===== src/rtl/hls_deadlock_monitor_param.sv =====
// hls_deadlock_monitor_param
// Deadlock monitor for one hierarchy level of an HLS streaming kernel.
// A deadlock candidate needs an enabled child reporting block, at least one
// stalled AXI-Stream and a design that is not fully idle. The report asserts
// only after PERSIST_CYCLES consecutive candidate cycles, and it can be held
// until software clears it. On entry to BLOCKED the monitor captures the
// offending stream index and the child mask, and keeps them until the next
// entry or reset.
module hls_deadlock_monitor_param #(
   parameter int NUM_AXIS       = 2,
   parameter int NUM_INST       = 4,
   parameter int NUM_SUB        = 1,
   parameter int PERSIST_CYCLES = 1,
   parameter bit STICKY         = 1'b0,
   parameter int AXIS_ID_W      = (NUM_AXIS > 1) ? $clog2(NUM_AXIS) : 1
) (
   input  logic                 clock,
   input  logic                 reset,
   input  logic [NUM_AXIS-1:0]  axis_block_sigs,
   input  logic [NUM_INST-1:0]  inst_idle_sigs,
   input  logic [NUM_SUB-1:0]   inst_block_sigs,
   input  logic [NUM_SUB-1:0]   sub_block,
   input  logic                 clear,
   output logic                 block,
   output logic                 block_event,
   output logic [AXIS_ID_W-1:0] block_axis_id,
   output logic [NUM_SUB-1:0]   block_sub_mask
);

   localparam int                CNT_W   = $clog2(PERSIST_CYCLES + 1);
   localparam logic [CNT_W-1:0]  CNT_MAX = CNT_W'(PERSIST_CYCLES);

   typedef enum logic [1:0] {S_IDLE, S_ARMING, S_BLOCKED} state_t;

   state_t               r_state, w_state_nxt;
   logic [CNT_W-1:0]     r_cnt, w_cnt_nxt;
   logic                 w_cand;
   logic                 w_enter;
   logic [NUM_SUB-1:0]   w_sub_hit;
   logic [AXIS_ID_W-1:0] w_low_id;
   logic                 r_event;
   logic [AXIS_ID_W-1:0] r_axis_id;
   logic [NUM_SUB-1:0]   r_sub_mask;

   assign w_sub_hit = sub_block & inst_block_sigs;
   // A fully idle design is never a deadlock, whatever the stall flags say.
   assign w_cand    = (|w_sub_hit) & (|axis_block_sigs) & ~(&inst_idle_sigs);

   // Priority encoder: index of the lowest stalled stream.
   always_comb begin
      w_low_id = '0;
      for (int i = NUM_AXIS - 1; i >= 0; i--) begin
         if (axis_block_sigs[i]) w_low_id = AXIS_ID_W'(i);
      end
   end

   // Next-state and persistence counter; clear beats a simultaneous candidate.
   always_comb begin
      w_state_nxt = r_state;
      w_cnt_nxt   = r_cnt;
      if (clear) begin
         w_state_nxt = S_IDLE;
         w_cnt_nxt   = '0;
      end else begin
         case (r_state)
            S_IDLE: begin
               if (w_cand) begin
                  if (PERSIST_CYCLES == 1) begin
                     w_state_nxt = S_BLOCKED;
                     w_cnt_nxt   = CNT_MAX;
                  end else begin
                     w_state_nxt = S_ARMING;
                     w_cnt_nxt   = CNT_W'(1);
                  end
               end else begin
                  w_cnt_nxt = '0;
               end
            end
            S_ARMING: begin
               if (!w_cand) begin
                  w_state_nxt = S_IDLE;
                  w_cnt_nxt   = '0;
               end else if ((r_cnt + CNT_W'(1)) == CNT_MAX) begin
                  w_state_nxt = S_BLOCKED;
                  w_cnt_nxt   = CNT_MAX;
               end else begin
                  w_cnt_nxt = r_cnt + CNT_W'(1);
               end
            end
            S_BLOCKED: begin
               // A sticky report only leaves through clear (handled above).
               if (!STICKY && !w_cand) begin
                  w_state_nxt = S_IDLE;
                  w_cnt_nxt   = '0;
               end
            end
            default: begin
               w_state_nxt = S_IDLE;
               w_cnt_nxt   = '0;
            end
         endcase
      end
   end

   assign w_enter = (w_state_nxt == S_BLOCKED) && (r_state != S_BLOCKED);

   // State and counter registers.
   always_ff @(posedge clock) begin
      if (reset) begin
         r_state <= S_IDLE;
         r_cnt   <= '0;
      end else begin
         r_state <= w_state_nxt;
         r_cnt   <= w_cnt_nxt;
      end
   end

   // Entry pulse and capture registers, loaded only when entering BLOCKED.
   always_ff @(posedge clock) begin
      if (reset) begin
         r_event    <= 1'b0;
         r_axis_id  <= '0;
         r_sub_mask <= '0;
      end else begin
         r_event <= w_enter;
         if (w_enter) begin
            r_axis_id  <= w_low_id;
            r_sub_mask <= w_sub_hit;
         end
      end
   end

   assign block          = (r_state == S_BLOCKED);
   assign block_event    = r_event;
   assign block_axis_id  = r_axis_id;
   assign block_sub_mask = r_sub_mask;

endmodule

===== config.mk =====
export PLATFORM = sky130hd
export DESIGN_NAME = hls_deadlock_monitor_param
export DESIGN_NICKNAME = d
export VERILOG_FILES = /design/src/rtl/hls_deadlock_monitor_param.sv
export SDC_FILE = /design/constraint.sdc
export NUM_CORES = 1
export LEC_CHECK = 0
export BUFFER_PORTS_ARGS = -buffer_cell sky130_fd_sc_hd__buf_4
export CORE_AREA = 2 2 39 41
export DETAILED_ROUTE_END_ITERATION = 7
export DIE_AREA = 0 0 41 43
export PLACE_DENSITY_LB_ADDON = 0.05
export SYNTH_ARGS = -nofsm -noshare
export SYNTH_HDL_FRONTEND = slang
export SYNTH_SLANG_ARGS = --single-unit

===== constraint.sdc =====
create_clock -name clock -period 0.88 [get_ports clock]
set_input_delay 0.044 -clock clock [delete_from_list [all_inputs] [get_ports clock]]
set_output_delay 0.044 -clock clock [all_outputs]
set_load 0.1 [all_outputs]

======== After elaboration in Yosys (flattened, before gate mapping) ========
Index checks and enable logic that the tools add are counted.
word-level totals
  register bits ........................... 6
  input bits .............................. 11
  output and inout bits ................... 4
operators by class
  add/subtract/negate cells ............... 1
  equal/unequal tests ..................... 5
  multiplexer cells ....................... 13
  bitwise gates (word level) .............. 4
  reductions and logical operators ........ 5
operators with widths
  cell                                                 count
  two-way mux 2 bit                                    5
  two-way mux 1 bit                                    6
  case mux 2 bit (3 select lines)                      1
  equality test 2 bit, second input constant           2
  inequality test 2 bit, second input constant         2
  AND reduction 4 bit                                  1
  OR reduction 2 bit                                   2
  AND 1 bit                                            3
  case mux 1 bit (3 select lines)                      1
  equality test 2 x 1 -> 1 bit, second input constant  1
  zero test 2 bit                                      1
  adder 1 bit, second input constant                   1
  logical AND 1 bit                                    1
  NOT 1 bit                                            1

======== Logic depth before layout (Yosys ltp) ========
  word-level depth ........................ 8
  mapped depth ............................ 3

======== Worst setup path before layout ========
OpenSTA, ideal clock, no wires.
  path kind ............................... register -> output
  from .................................... reg r_state[1]
  to ...................................... out block
  arrival time ............................ 1736 ps
  data required time ...................... 836 ps
  setup slack ............................. -900 ps
  cell stages (with the launch flop) ...... 2
  path buffers ............................ 0
  cells stage by stage .................... dfxtp_1 nor2b_1
between the ends
  word-level cells in the longest chain between the ends .. 1
ends and longest elaborated chain
  item                      line  text
  start: declaration        35    state_t r_state, w_state_nxt;
  start signal: assignment  113   r_state <= w_state_nxt;
  equality test 2 bit       133   assign block = (r_state == S_BLOCKED);
  end: declaration          24    output logic block,
No other way between the ends.

======== Worst setup path in the final report ========
Ends and elaborated chain as after synthesis.

==> metrics list <==
- Synthesis inferred 6 register bits.
- Library cell with the highest instance count after synthesis: sky130_fd_sc_hd__dfxtp_1
- Classification of the worst-slack hold path: input port to register
- Along the worst path, the maximum fanout reaches 3.
- Counting flops with an async set or reset pin after synthesis yields a share of 0.
- Critical path data required time: 0.84 ns
* Global-route met2 utilization: 0.1344
- Pwr/cell area: 1393 mW/mm2
* Worst path bufs/invs: 1
- Ratio of final minimum period to clock period: 1.099
- TritonCTS built the clock tree.
* Summed negative setup slack over all endpoints: -0.08703 ns
- Yosys attributes the largest share of cell area to sky130_fd_sc_hd__dfxtp_1 46%, sky130_fd_sc_hd__nor3b_2 9.5%, sky130_fd_sc_hd__a41oi_2 6.2%.
* Upper clock frequency limit: 1034 MHz
- IR analysis of the VDD net gives a maximum drop of 0.4336 mV.
- Largest area contributor in the synthesized netlist: sky130_fd_sc_hd__dfxtp_1
- Entering global routing, the biggest net connects 6 pins.
- For this design the top-level I/O count stands at 15.
- For the final database, setup skew stands at 0.007261 ns.
* Antenna violations before repair: 0
- Worst Hold Margin: 0.06328 ns
* Setup repair after global routing missed its margin: true
- For this run, the slowest stage of the critical path takes 0.35 ns.
- The critical path in this run is classified as register to primary output.
* Floorplan core area: 0.001384 mm2
- Initial DRC Count: 0
- In the global route stage, met3 resource usage came out at 0.03665.
- Clock transition at the registers of the reported paths: 0.05 ns
* Max stage delay cell, worst path: sky130_fd_sc_hd__dfxtp_4
- Worst path top cell family by delay: flip-flops
* Max Root-Sink Buffers: 2
* Die outline area: 0.001763 mm2
* Vert. Die Dim: 43 um
- The smallest clock period supported by the final layout is computed as 0.9670 ns.
- Detail Route Antenna Nets: 0
- The clock drives 6 sinks.
- The detailed router placed 257 vias in this run.
* Type of origin of the critical path: register
* Input/output buffers: 14
- In this run, synthesis inferred 0 flip-flops with an integrated enable.
- Yosys warnings: 0
- H-tree Lvls: 1
* Post-detailed-route wirelength per cell: 11.02 um
- The area growth from synthesis to layout is 85.71%.
- Starting density of the core: 0.1899
- Kind of capture point of the worst setup path: primary output
- The number of nets handed over by synthesis was 36.
- Synth unique cells: 16
* Final weighted congestion in routability-driven placement: 0.5755
- The share of the Yosys chip area taken by registers is 0.4571.
- Wire length of the first global-routing pass: 1.110 mm
* Synthesized netlist cell count: 25
- CTS buffer count: 3
- Data arrives at the worst endpoint at 0.92 ns.
* Count of pins over their slew limit: 0
- Of the post-synthesis cell area, the dominant cell type holds 0.4571.
- Main flop type after synthesis: sky130_fd_sc_hd__dfxtp_1
* Post-Syn Area per Cell: 10.51 um2
* Total Routing Usage GR: 0.09849
- In the global route stage, met1 resource usage came out at 0.1065.
- Drt drc: 0
- Final hold vios: 0
- By count the netlist is led by 6 x sky130_fd_sc_hd__dfxtp_1, 2 x sky130_fd_sc_hd__a21oi_1, 2 x sky130_fd_sc_hd__nand2_1, 2 x sky130_fd_sc_hd__nand2b_1, 2 x sky130_fd_sc_hd__nor3b_2.
- Dividing the detail-routed via count by the number of cells gives 4.213.
- The cell area that synthesis handed to floorplanning was 262.8 um2.
* Die Width: 41 um
* Normalized max-slew margin: 0.8154
- ANT cells: 0
- Overall power after layout: 679.5 uW
* Critical path cell sequence: nor2b_4 > buf_12
* Clock latency on the worst-skew pair: 0.25 ns
* Non-filler instance count after layout: 61
- Counting tap cells, the placed design contains a total of 55 instances.
- Outcome: complete, but fails checks
* Number of global-route vias before repair: 274
* Leakage power summed over all cells: 0.0001963 uW
- Total gr overflow: 0
- Max-cap viol count: 0
- Worst setup slack after layout: -0.08703 ns
* Post-DP HPWL: 516 um
* Clk root buf: sky130_fd_sc_hd__clkbuf_4
* Busiest layer in global routing: met2
- Number of placement rows: 14
- Violated checks: setup timing
- For this block, the routed nets add up to 672 um of wire.
- In the final layout, the share of cells above drive strength 1 is 0.6889.
- Setup violations remaining at the end of the flow were counted as 1.
* Worst-Margin Slew: 0.2757 ns
- In the final design database the tool counted 57 nets.
- For this run, the detailed router's first-pass iteration total came to 1.
-- worst register-to-register path, delay by kind of cell, from the launching register on --
family | cells | cell delay [ns]
multiplexers | 1 | 0.14
AO/OA/AOI/OAI | 1 | 0.14
flip-flops | 1 | 0.34
AND/OR/NAND/NOR | 1 | 0.12
-- layout make-up --
| class | count | area [um2] |
|---|---|---|
| Fill cell | 154 | 895.9 |
| Timing Repair Buffer | 16 | 153.9 |
| Multi-Input combinational cell | 18 | 150.1 |
| Sequential cell | 6 | 133.9 |
| Clock buffer | 4 | 26.28 |
| Tap cell | 16 | 20.02 |
| Inverter | 1 | 3.754 |
-- routing by layer --
metal,vias to the layer above,share of wire
met5,-,0
met3,2,0.13
met4,0,0.0060
li1,129,-
met2,12,0.48
met1,114,0.38
-- placed cells by master (no fill, tap or decap), drive strengths merged, types with 2 or more instances in the layout --
| cell type | n |
|---|---|
| nand2b | 2 |
| clkbuf | 4 |
| buf | 15 |
| nand2 | 2 |
| a21oi | 2 |
| nor3b | 2 |
| dfxtp | 6 |
-- what timing repair did --
item,in CTS,in global routing
hold buffers,1,0
pin swaps,0,2
setup endpoints to repair,6,7
buffers inserted,1,0
endpoints found under the hold margin,1,0
gates resized for setup,7,4
-- worst paths after layout --
| check | start | to | slack [ns] | cells past startpoint |
|---|---|---|---|---|
| setup / recovery | r_state[1] | block | -0.09 | 2 |
| hold / removal | axis_block_sigs[1] | block_axis_id | 0.06 | 3 |
| setup reg to reg | r_state[0] | block_axis_id | 0.03 | 3 |
| hold reg to reg | block_sub_mask | block_sub_mask | 0.48 | 2 |
-- where the power goes --
group	internal [uW]	switching, uW	leakage [uW]	total (uW)
clock	172	107	0.0000150	279
combinational	61.1	61.8	0.000129	123
sequential	272	4.97	0.0000519	277
total	506	174	0.000196	680
-- per-stage QoR --
step / setup slack [ns] / utilization / cell area [um2]
after global routing: -0.1253 / 0.3526 / 488.0
after detailed placement: -0.05967 / 0.2929 / 405.4
after CTS: -0.09490 / 0.3436 / 475.5
after global placement: -0.01568 / 0.2929 / 405.4
final: -0.08703 / 0.3526 / 488.0
after floorplan: -0.03490 / - / 280.3
-- sequential cells by signal, summed over array words and instances (netlist names) --
signal          count
r_state             2
block_axis_id       1
block_event         1
block_sub_mask      1
r_cnt               1
-- logic make-up (layout without fill, tap and decap cells) --
family | count (synthesis) | in the layout | share of synthesized area
and+or+nand+nor | 12 | 12 | 0.3429
DFF | 6 | 6 | 0.4572
buffers and inverters | 1 | 21 | 0.01427
muxes | 1 | 1 | 0.03810
AOI/OAI and AO/OA | 5 | 5 | 0.1476
Power figures use the tool's default switching activity.
